==> src/rtl/fifo_read_ctrl.sv <==
// Read-side FIFO controller: owns the read pointer, issues 1-cycle-latency RAM
// reads and prefetches the head word into a 2-entry output stage (buf0 + skid buf1).
module fifo_read_ctrl #(
    parameter int SIZE     = 4,
    parameter int WIDTH    = 8,
    parameter int AE_LEVEL = 6
) (
    input  logic             clk,
    input  logic             reset,
    input  logic [SIZE:0]    w_pointer,
    input  logic             rd_ready,
    input  logic [WIDTH-1:0] mem_rdata,
    output logic             mem_ren,
    output logic [SIZE-1:0]  mem_raddr,
    output logic [SIZE:0]    r_pointer,
    output logic [WIDTH-1:0] dout,
    output logic             dout_valid,
    output logic             empty,
    output logic             a_empty,
    output logic             underflow
);

    logic             r_b0_v;
    logic [WIDTH-1:0] r_b0_d;
    logic             r_b1_v;
    logic [WIDTH-1:0] r_b1_d;
    logic             r_inflight;

    logic [SIZE:0]    w_mem_count;
    logic [1:0]       w_occ;
    logic             w_pop;
    logic [2:0]       w_hold;
    logic [SIZE+1:0]  w_total;

    logic             w_b0_v_n;
    logic [WIDTH-1:0] w_b0_d_n;
    logic             w_b1_v_n;
    logic [WIDTH-1:0] w_b1_d_n;

    assign w_mem_count = w_pointer - r_pointer;
    assign w_occ       = {1'b0, r_b0_v} + {1'b0, r_b1_v};
    assign w_pop       = rd_ready & r_b0_v;
    // Entries still committed after this cycle's pop; pop implies occ >= 1, so no underflow.
    assign w_hold      = {1'b0, w_occ} + {2'b00, r_inflight} - {2'b00, w_pop};
    assign w_total     = {1'b0, w_mem_count} + {{SIZE{1'b0}}, w_occ} + {{(SIZE+1){1'b0}}, r_inflight};

    assign mem_ren    = ~reset & (w_mem_count != '0) & (w_hold < 3'd2);
    assign mem_raddr  = r_pointer[SIZE-1:0];
    assign a_empty    = reset | (w_total <= (SIZE+2)'(AE_LEVEL));
    assign dout       = r_b0_d;
    assign dout_valid = r_b0_v;
    assign empty      = ~r_b0_v;

    // Pop first, then place returning data into the first free slot to keep FIFO order.
    always_comb begin
        w_b0_v_n = r_b0_v;
        w_b0_d_n = r_b0_d;
        w_b1_v_n = r_b1_v;
        w_b1_d_n = r_b1_d;
        if (w_pop) begin
            if (r_b1_v) begin
                w_b0_d_n = r_b1_d;
                w_b1_v_n = 1'b0;
            end else begin
                w_b0_v_n = 1'b0;
            end
        end
        if (r_inflight) begin
            if (!w_b0_v_n) begin
                w_b0_v_n = 1'b1;
                w_b0_d_n = mem_rdata;
            end else begin
                w_b1_v_n = 1'b1;
                w_b1_d_n = mem_rdata;
            end
        end
    end

    always_ff @(posedge clk) begin
        if (reset) begin
            r_pointer  <= '0;
            r_b0_v     <= 1'b0;
            r_b0_d     <= '0;
            r_b1_v     <= 1'b0;
            r_b1_d     <= '0;
            r_inflight <= 1'b0;
            underflow  <= 1'b0;
        end else begin
            if (mem_ren) begin
                r_pointer <= r_pointer + 1'b1;
            end
            r_inflight <= mem_ren;
            r_b0_v     <= w_b0_v_n;
            r_b0_d     <= w_b0_d_n;
            r_b1_v     <= w_b1_v_n;
            r_b1_d     <= w_b1_d_n;
            underflow  <= rd_ready & ~r_b0_v;
        end
    end

endmodule
==> config.mk <==
export PLATFORM = sky130hd
export DESIGN_NAME = fifo_read_ctrl
export DESIGN_NICKNAME = d
export VERILOG_FILES = /design/src/rtl/fifo_read_ctrl.sv
export SDC_FILE = /design/constraint.sdc
export NUM_CORES = 1
export LEC_CHECK = 0
export BUFFER_PORTS_ARGS = -buffer_cell sky130_fd_sc_hd__buf_2
export CORE_UTILIZATION = 44
export CTS_CLUSTER_DIAMETER = 120
export CTS_CLUSTER_SIZE = 24
export DETAILED_ROUTE_END_ITERATION = 6
export HOLD_SLACK_MARGIN = 0.08
export PLACE_DENSITY = 0.71
export SLEW_MARGIN = 5
export SYNTH_ARGS = -nofsm -noshare
export SYNTH_HDL_FRONTEND = slang
export SYNTH_SLANG_ARGS = --single-unit
==> constraint.sdc <==
create_clock -name clk -period 3 [get_ports clk]
set_clock_uncertainty 0.1 [all_clocks]
set_input_delay 0.6 -clock clk [delete_from_list [all_inputs] [get_ports clk]]
set_output_delay 0.6 -clock clk [all_outputs]
set_load 0.01 [all_outputs]
==> results of run 1 <==
-- stage by stage --
step	total power [mW]	utilization (%)	setup TNS (ps)	area, µm²
3_5_place_dp	1.06	57.1	-572	1760
6_report	1.24	60.2	-351	1850
4_1_cts	1.22	59.0	-332	1820
3_3_place_gp	1.03	57.1	-489	1760
2_1_floorplan	0.847	-	-205	1470
5_1_grt	1.34	60.2	-519	1850
-- repair_timing --
action	4_1_cts	5_1_grt
gates cloned	0	0
hold buffers	0	0
resized for setup	10	6
setup endpoints to repair	2	2
pin swaps	5	2
setup buffers	0	1
-- registers in the layout, indices dropped and copies added (netlist names) --
name        count
r_b1_d          8
r_inflight      1
r_b1_v          1
r_pointer       5
dout            8
underflow       1
dout_valid      1
-- worst paths after layout --
kind	from	endpoint	slack [ps]
setup / recovery	w_pointer[0]	a_empty	-310
hold / removal	r_b1_d[3]$_SDFFE_PP0P_	r_b1_d[3]$_SDFFE_PP0P_	420
setup reg to reg	dout_valid$_SDFF_PP0_	r_pointer[2]$_SDFFE_PP0P_	600
hold reg to reg	r_b1_d[3]$_SDFFE_PP0P_	r_b1_d[3]$_SDFFE_PP0P_	420
-- cells in the mapped netlist, types with 2 or more instances --
cell,count
a211oi_1,8
a21oi_1,3
and3_1,2
buf_2,2
buf_4,4
clkbuf_1,3
dfxtp_1,25
fa_1,4
ha_1,9
inv_1,14
mux2i_1,20
nand2_1,3
nand2b_1,4
nor2_1,20
nor3_1,2
o211ai_1,3
o21ai_2,2
xor2_1,4
-- per-layer routing --
metal	wire length [µm]	vias up	GRT usage, %	share of wire [%]
li1	-	603	-	-
met1	1300	586	21.2	42
met2	1700	25	35.0	55
met3	94	2	3.93	3.0
met4	4	0	2.04	0.13
met5	0	-	0	0
-- report_power, final --
group	switching (mW)	total [mW]	internal, mW	leakage, nW
Sequential	0.0381	0.428	0.390	0.206
Combinational	0.348	0.668	0.320	0.723
Clock	0.0949	0.147	0.0520	0.0150
Total	0.481	1.24	0.761	0.944
-- layout make-up --
class                           instances  area [µm²]  share of cell area (%)
Timing Repair Buffer                   51         310                    16.8
Multi-Input combinational cell        102         883                    47.7
Sequential cell                        25         503                    27.2
Clock buffer                            4        26.3                    1.42
Inverter                               15        73.8                    3.99
Tap cell                               44        55.1                    2.97
-- placed cells by master, fill, tap and decap left out, drive strengths merged, types with 2 or more instances in the layout --
master,instances
o211ai,3
fa,4
a211oi,9
mux2i,20
a21oi,4
dfxtp,25
inv,15
buf,51
xor2,5
and3,2
ha,9
nand2,3
nor2,20
clkbuf,4
o21ai,3
nand2b,4
nor3,2
-- tightest hold or removal path: cells and delay by family, from the launching register on --
kind          cells  cell delay (ps)
simple gates      1               70
mux               1               70
flops             1              350
-- logic make-up after synthesis --
family,synth area share (%)
simple gates,12.8
compound gates,14.3
flops,34.7
buf+inv,7.45
mux,13.9
fa+ha+maj,13.3
xor+xnor,3.55
==> metrics.md, run 1 <==
| Metric | Value |
|---|---|
| Clock Tree Root | clkbuf_4 |
| GRT Overall Usage | 18.3% |
| Syn Std Cell Area | 1440 µm² |
| TritonCTS clock tree | built |
| Vert. Die Dim | 59.3 µm |
| Crit path DAT | 2610 ps |
| Clock transition at path regs | 130 ps |
| Initial antenna violation count | 0 |
| Final WL | 3110 µm |
| Clock H-tree levels | 1 |
| Fmax | 0.302 GHz |
| Setup WS pre-CTS | -494 ps |
| Vias/cell | 5.05 |
| Failing checks | negative setup slack |
| Critical path type | input port to output port |
| Total grt overflow | 0 |
| DRC | 0 |
| Row count | 20 |
| Inst Count DP | 236 |
| # port buffers | 37 |
| Die Width | 59.3 µm |
| Nets | 227 |
| Power density cells | 671 nW/µm² |
| Router iterations before antenna repair | 4 |
| DRT antenna net count | 0 |
| Vias in the first global route | 1,196 |
| Initial Util | 46.9% |
| LEAKAGE | 0.944 nW |
| CP Data Required Time | 2300 ps |
| Actual slew at the worst max-slew pin | 503 ps |
| Maximum fanout along the worst path | 2 |
| Fin crit share | 110% |
| Most used DFF post-synth | dfxtp_1 |
| Syn Inst Count | 151 |
| CTS Buf Count | 3 |
| Pin count of the biggest net entering global routing | 28 |
| Hold Fails Final Rpt | 0 |
| Max-cap viol count | 0 |
| Crit path cell chain | buf_8 -> inv_12 -> ha_4 -> inv_2 -> fa_1 -> inv_2 -> fa_2 -> xor2_1 -> o32a_2 -> a21o_1 -> buf_2 |
| Max Slew Vio Count | 0 |
| Status | finished with violations |
| Hold Path Class | flop to flop |
| Setup crit start kind | input port |
| Synth warn | 0 |
| WP depth | 11 |
| Post-layout min period | 3310 ps |
| Slew HR | 66.5% |
| Max incr delay on CP | 540 ps |
| Crit-path most repeated cell | inv_2 |
| Critical path buffers and inverters | 5 |
| Post-synth cell types | 37 |
| First-pass GRT wire length | 4950 µm |
| Initial DRC count | 60 |
| Post-Layout Cell Count | 241 |
| Post-synthesis sequential area ratio | 34.7% |
| Top cells by area, synth | dfxtp_1 35%, mux2i_1 14%, ha_1 7.8% |
| Final setup fails | 2 |
| Post-synthesis area per instance | 9.56 µm² |
| Async SR Flop Fraction | 0% |
| Clk buf depth | 2 |
| Ant diodes | 0 |
| Top-area cell type share of the netlist area | 34.7% |
| Dpl hpwl | 2310 µm |
| R2r worst-path depth | 11 |
| Net Count, Synth | 180 |
| Peak supply drop | 0.355 mV |
| Area delta synth->final | 28.2% |
| Gpl congestion | 0.815 |
| Kind of cell adding the most delay to the critical path | adder cells |
| CTS sink cnt | 25 |
| Worst Hold Margin | 418 ps |
| Critical Path End Type | output port |
| Worst skew pair latency | 320 ps |
| Unrepaired setup endpoints after global routing | yes |
| Yosys top cell by area | dfxtp_1 |
| Layout cells sized above 1 | 39.1% |
| Final setup margin | -312 ps |
| Ports | 38 |
| Die ar. | 3510 µm² |
| Core Region | 3080 µm² |
| Highest-delay cell along the critical path | fa_1 |
| Post-synth EDFFs | 0 |
| Wire per inst | 12.9 µm |
| Filler Cell Count | 281 |
| Vias after detailed routing | 1,216 |
| Hold path cells | 2 |
| Synth Register Bits | 25 |
No activity file was read; power rests on OpenSTA's default activity.
==> run 2, diff against run 1 <==
BUFFER_PORTS_ARGS = not set   (was -buffer_cell sky130_fd_sc_hd__buf_2)
DONT_BUFFER_PORTS = 1   (was not set)
PLACE_DENSITY = not set   (was 0.71)
==> run 2 against run 1 <==
  * Final cell count down 17%
  * Worst hold slack worse by 180 ps
  * The run still ends with negative setup slack left
  * Cell area down 14%
  * Sequential share of layout area up 4.4 points
  * Count of clock-buffer cells in the layout down 1
  * Core utilization down 8.3 points
==> metrics.md, run 2 (synthesis gave the netlist of run 1 again) <==
| Metric | Value |
|---|---|
| Leading cell types in the layout, fill and taps excluded | 22 x dfxtp_1, 20 x mux2i_1, 19 x nor2_1, 9 x inv_1 (was 35 x buf_2, 23 x dfxtp_1, 20 x mux2i_1, 19 x nor2_1, 13 x buf_4) |
| Final core occ | 51.9% (was 60.2%) |
| Hold Crit Start | reset (was r_b1_d[3]$_SDFFE_PP0P_) |
| Total grt overflow | 0 (unchanged) |
| Hold_buf cts | 0 (unchanged) |
| Initial DRC count | 13 (was 60) |
| Vias after detailed routing | 1,055 (was 1,216) |
| Vert. Die Dim | 59.3 µm (unchanged) |
| Layout cells sized above 1 | 22.6% (was 39.1%) |
| LEAKAGE | 0.754 nW (was 0.944 nW) |
| Setup crit start kind | flop (was input port) |
| Setup TNS | -171 ps (was -351 ps) |
| Filler Cell Count | 301 (was 281) |
| Dpl hpwl | 2120 µm (was 2310 µm) |
| Failing checks | negative setup slack (unchanged) |
| Wire per inst | 13.8 µm (was 12.9 µm) |
| Initial Util | 46.9% (unchanged) |
| DRT antenna net count | 0 (unchanged) |
| R2R setup slack | 570 ps (was 600 ps) |
| Initial antenna violation count | 0 (unchanged) |
| Final WL | 2750 µm (was 3110 µm) |
| Status | finished with violations (unchanged) |
| Post-Layout Cell Count | 199 (was 241) |
| Hold path cells | 1 (was 2) |
| Die Width | 59.3 µm (unchanged) |
| Clock H-tree levels | 1 (unchanged) |
| R2r worst-path depth | 11 (unchanged) |
| Final setup margin | -171 ps (was -312 ps) |
| Commonest non-fill, non-tap cell in the layout | dfxtp_1 (was buf_2) |
| Hold Path Class | input port to flop (was flop to flop) |
| Area of the multi-input gates | 861 µm² (was 883 µm²) |
| Max Slew Vio Count | 0 (unchanged) |
| GRT Overall Usage | 17.8% (was 18.3%) |
| Gpl congestion | 0.797 (was 0.815) |
| Hold Fails Final Rpt | 0 (unchanged) |
| CP Data Required Time | 2300 ps (about the same) |
| Peak supply drop | 0.324 mV (was 0.355 mV) |
| CTS Buf Count | 3 (unchanged) |
| Clock transition at path regs | 140 ps (was 130 ps) |
| CTS sink cnt | 25 (unchanged) |
| Max-cap viol count | 0 (unchanged) |
| Maximum fanout along the worst path | 2 (unchanged) |
| Area delta synth->final | 10.6% (was 28.2%) |
| Fmax | 0.315 GHz (was 0.302 GHz) |
| Inst Count DP | 194 (was 236) |
| TritonCTS clock tree | built (unchanged) |
| Ports | 38 (unchanged) |
| Fin crit share | 106% (was 110%) |
| Core Region | 3080 µm² (unchanged) |
| Router iterations before antenna repair | 4 (unchanged) |
| Worst R2R Start | dout_valid$_SDFF_PP0_ (unchanged) |
| Total power | 1.12 mW (was 1.24 mW) |
| Critical path type | flop to output port (was input port to output port) |
| Pin count of the biggest net entering global routing | 28 (unchanged) |
| # port buffers | 0 (was 37) |
| Sequential Area | 504 µm² (was 503 µm²) |
| Vias/cell | 5.30 (was 5.05) |
| DRC | 0 (unchanged) |
| Final setup fails | 1 (was 2) |
| First-pass GRT wire length | 4650 µm (was 4950 µm) |
| End of the worst hold path | dout_valid$_SDFF_PP0_ (was r_b1_d[3]$_SDFFE_PP0P_) |
| Clk buf depth | 2 (unchanged) |
| Vias in the first global route | 1,090 (was 1,196) |
| Die ar. | 3510 µm² (unchanged) |
| Worst skew pair latency | 320 ps (about the same) |
| Row count | 20 (unchanged) |
| Ant diodes | 0 (unchanged) |
| Nets | 185 (was 227) |
| Crit path DAT | 2470 ps (was 2610 ps) |
| Critical Path End Type | output port (unchanged) |
| Slew HR | 64.3% (was 66.5%) |
| Post-layout min period | 3170 ps (was 3310 ps) |
| Clock Tree Root | clkbuf_4 (unchanged) |
| Power density cells | 700 nW/µm² (was 671 nW/µm²) |
| Unrepaired setup endpoints after global routing | yes (unchanged) |
| Actual slew at the worst max-slew pin | 534 ps (was 503 ps) |
| Worst R2R End | r_pointer[2]$_SDFFE_PP0P_ (unchanged) |
[run 2: final cells by class]
type / count / area share [%]
Multi-Input combinational cell: 102 / 53.9
Sequential cell: 25 / 31.6
Timing Repair Buffer: 9 / 4.70
Inverter: 15 / 4.62
Tap cell: 44 / 3.45
Clock buffer: 3 / 1.41
Clock inverter: 1 / 0.313
[run 2: per-layer routing]
layer | track usage, % | vias to the layer above | share of wire (%)
met2 | 31.8 | 20 | 51
met5 | 0 | - | 0
met4 | 6.12 | 0 | 0.76
met1 | 20.2 | 510 | 42
met3 | 4.59 | 2 | 5.9
li1 | - | 523 | -
[run 2: metrics by stage]
step / instance area, µm² / hold WS [ps] / setup slack [ps]
detailed placement: 1540 / 387 / -229
CTS: 1590 / 216 / -222
floorplan: 1470 / 363 / -205
finish: 1600 / 233 / -171
global route: 1600 / 202 / -249
global placement: 1540 / 374 / -202
[run 2: critical path, stage by stage (launching register included)]
cell and delay [ps]:
dfxtp_2 370, ha_4 130, inv_2 30, fa_1 520, inv_2 50, fa_2 370, xor2_1 170, o32a_2 330
a21o_1 190
[run 2: power by group]
group,internal (mW),switching (mW),total [mW]
sequential,0.391,0.0569,0.448
clock,0.0498,0.101,0.151
combinational,0.236,0.283,0.519
[run 2: worst max path at each step]
stage,from,to,slack (ps),cells after the start
floorplan,w_pointer[0],a_empty,-210,9
global placement,w_pointer[0],a_empty,-200,9
detailed placement,w_pointer[0],a_empty,-230,9
CTS,r_pointer[0]$_SDFFE_PP0P_,a_empty,-220,8
global route,r_pointer[0]$_SDFFE_PP0P_,a_empty,-250,8
finish,r_pointer[0]$_SDFFE_PP0P_,a_empty,-170,8
[run 2: repair_timing]
action | in CTS | in global routing
setup buffers | 1 | 0
pin swaps | 7 | 2
resized for setup | 7 | 5
setup endpoints to repair | 2 | 2
==> run 3, diff against run 2 <==
REMOVE_ABC_BUFFERS = 1   (was not set)
==> run 3 against run 2 <==
  * The run still ends with negative setup slack left
  * Cell area rose by 0.71%
  * Worst setup slack improved by 24 ps
  * Sequential power barely moved
  * Critical path depth did not move
  * Non-clock buffer count rose by 4
  * Global-route usage fell by 0.72 points
  * Combinational power rose by 4.8%
  * Register-to-register slack got worse by 390 ps
  * Critical endpoint unchanged
==> metrics.md, run 3 (synthesis gave the netlist of run 1 again) <==
| Metric | Value |
|---|---|
| Status | finished with violations (unchanged) |
| Failing checks | negative setup slack (unchanged) |
| R2r worst-path depth | 15 (was 11) |
| R2R setup slack | 180 ps (was 570 ps) |
| Switching share of power | 39.0% (was 39.5%) |
| Ports | 38 (unchanged) |
| Crit path DAT | 2450 ps (was 2470 ps) |
| Crit-path most repeated cell | inv_2 (unchanged) |
| Leading cell types in the layout, fill and taps excluded | 23 x dfxtp_1, 20 x mux2i_1, 19 x nor2_1, 12 x buf_4, 10 x inv_1 (was 22 x dfxtp_1, 20 x mux2i_1, 19 x nor2_1, 9 x inv_1) |
| Vias in the first global route | 1,060 (was 1,090) |
| Max Slew Vio Count | 0 (unchanged) |
| Final setup margin | -147 ps (was -171 ps) |
| CP endpoint | a_empty (unchanged) |
| TritonCTS clock tree | built (unchanged) |
| Highest-delay cell along the critical path | fa_1 (unchanged) |
| Critical path origin | r_pointer[0]$_SDFFE_PP0P_ (unchanged) |
| Clock transition at path regs | 140 ps (about the same) |
| Vias/cell | 5.19 (was 5.30) |
| # port buffers | 0 (unchanged) |
| Wire per inst | 14.0 µm (was 13.8 µm) |
| First-pass GRT wire length | 4490 µm (was 4650 µm) |
| CTS Buf Count | 3 (unchanged) |
| Worst R2R End | r_pointer[4]$_SDFFE_PP0P_ (was r_pointer[2]$_SDFFE_PP0P_) |
| Sw power | 0.444 mW (was 0.441 mW) |
| DRT antenna net count | 0 (unchanged) |
| Initial Util | 46.9% (unchanged) |
| GRT Overall Usage | 17.0% (was 17.8%) |
| Core Region | 3080 µm² (unchanged) |
| Clock Tree Root | clkbuf_4 (unchanged) |
| Vert. Die Dim | 59.3 µm (unchanged) |
| Total grt overflow | 0 (unchanged) |
| Setup TNS | -147 ps (was -171 ps) |
| LEAKAGE | 0.767 nW (was 0.754 nW) |
| Area delta synth->final | 11.4% (was 10.6%) |
| Total power | 1.14 mW (was 1.12 mW) |
| Worst skew pair latency | 310 ps (was 320 ps) |
| Setup WS pre-CTS | -264 ps (was -229 ps) |
| Die Width | 59.3 µm (unchanged) |
| Hold Path Class | input port to flop (unchanged) |
| Power Internal | 0.695 mW (was 0.677 mW) |
| Router iterations before antenna repair | 4 (unchanged) |
| Max-cap viol count | 0 (unchanged) |
| Setup crit start kind | flop (unchanged) |
| Peak supply drop | 0.424 mV (was 0.324 mV) |
| Initial antenna violation count | 0 (unchanged) |
| Clock H-tree levels | 1 (unchanged) |
| Hold Fails Final Rpt | 0 (unchanged) |
| Nets | 189 (was 185) |
| Fmax | 0.318 GHz (was 0.315 GHz) |
| Initial DRC count | 20 (was 13) |
| Final setup fails | 1 (unchanged) |
| CP Data Required Time | 2300 ps (about the same) |
| Slew HR | 63.5% (was 64.3%) |
| Clk pwr share | 13.0% (was 13.5%) |
| Vias after detailed routing | 1,053 (was 1,055) |
| CTS sink cnt | 25 (unchanged) |
| Sequential power share | 39.2% (was 40.1%) |
| Worst R2R Start | dout_valid$_SDFF_PP0_ (unchanged) |
| Power density cells | 708 nW/µm² (was 700 nW/µm²) |
| Critical Path End Type | output port (unchanged) |
| Commonest non-fill, non-tap cell in the layout | dfxtp_1 (unchanged) |
| Hold path cells | 1 (unchanged) |
| Gpl congestion | 0.920 (was 0.797) |
| Row count | 20 (unchanged) |
| Maximum fanout along the worst path | 2 (unchanged) |
| Critical path type | flop to output port (unchanged) |
| Die ar. | 3510 µm² (unchanged) |
| Combinational power share | 47.8% (was 46.4%) |
| Crit path cell chain | ha_4 -> inv_2 -> fa_1 -> inv_2 -> fa_2 -> xor2_1 -> o32a_2 -> a21o_1 (unchanged) |
| Max incr delay on CP | 510 ps (was 520 ps) |
| Pin count of the biggest net entering global routing | 28 (unchanged) |
| Fin crit share | 105% (was 106%) |
| Clk buf depth | 2 (unchanged) |
| Dpl hpwl | 2070 µm (was 2120 µm) |
| Hold_buf cts | 0 (unchanged) |
| Ant diodes | 0 (unchanged) |
| Unrepaired setup endpoints after global routing | yes (unchanged) |
| Actual slew at the worst max-slew pin | 546 ps (was 534 ps) |
| DRC | 0 (unchanged) |
| Final WL | 2840 µm (was 2750 µm) |
| Layout cells sized above 1 | 22.6% (about the same) |
| Post-layout min period | 3150 ps (was 3170 ps) |
==> run 3: power by group through the flow <==
stage | logic [mW] | clock network, mW | registers [mW]
after global routing | 0.617 | 0.167 | 0.453
after global placement | 0.466 | 0 | 0.448
after CTS | 0.532 | 0.157 | 0.444
after floorplan | 0.340 | 0 | 0.464
after detailed placement | 0.495 | 0 | 0.450
final | 0.544 | 0.148 | 0.447
==> run 3: per-layer routing <==
metal  vias to the layer above  wire (µm)  global-route usage [%]
met3                         2        179                    6.33
met5                         -          0                       0
met1                       492       1280                    20.4
met4                         0         10                    3.74
li1                        532          -                       -
met2                        27       1360                    28.9
==> run 3: area by class of cell <==
cell class | count | area [µm²]
Multi-Input combinational cell | 102 | 861
Fill cell | 297 | 1470
Inverter | 15 | 61.3
Tap cell | 44 | 55.1
Timing Repair Buffer | 13 | 101
Sequential cell | 25 | 503
Clock buffer | 4 | 26.3
==> run 3: critical path, delay by kind of cell, from the launching register on <==
family,cells,cell delay (ps)
adder cells (fa/ha/maj),3,1000
AO/OA/AOI/OAI,2,520
XOR/XNOR,1,170
buffers and inverters,2,80
flip-flops,1,370
==> run 3: stage by stage <==
stage	hold slack (ps)	cells	cell area [µm²]	utilization (%)
finish	227	203	1610	52.2
global route	193	203	1610	52.2
CTS	210	203	1590	51.7
detailed placement	391	194	1510	49.0
global placement	374	194	1510	49.0
floorplan	363	142	1390	-
==> run 3: what timing repair did <==
action | CTS | global route
setup endpoints to repair | 2 | 2
pin swaps | 5 | 5
hold endpoints to repair | 0 | 0
setup buffers | 5 | 0
gates resized for setup | 8 | 7
==> run 3: worst min-delay path by stage <==
stage,start,endpoint
final,reset,dout_valid$_SDFF_PP0_
after detailed placement,r_b1_d[2]$_SDFFE_PP0P_,r_b1_d[2]$_SDFFE_PP0P_
after CTS,reset,dout_valid$_SDFF_PP0_
after global routing,reset,dout_valid$_SDFF_PP0_
after global placement,r_b1_d[7]$_SDFFE_PP0P_,r_b1_d[7]$_SDFFE_PP0P_
after floorplan,r_b1_d[0]$_SDFFE_PP0P_,r_b1_d[0]$_SDFFE_PP0P_
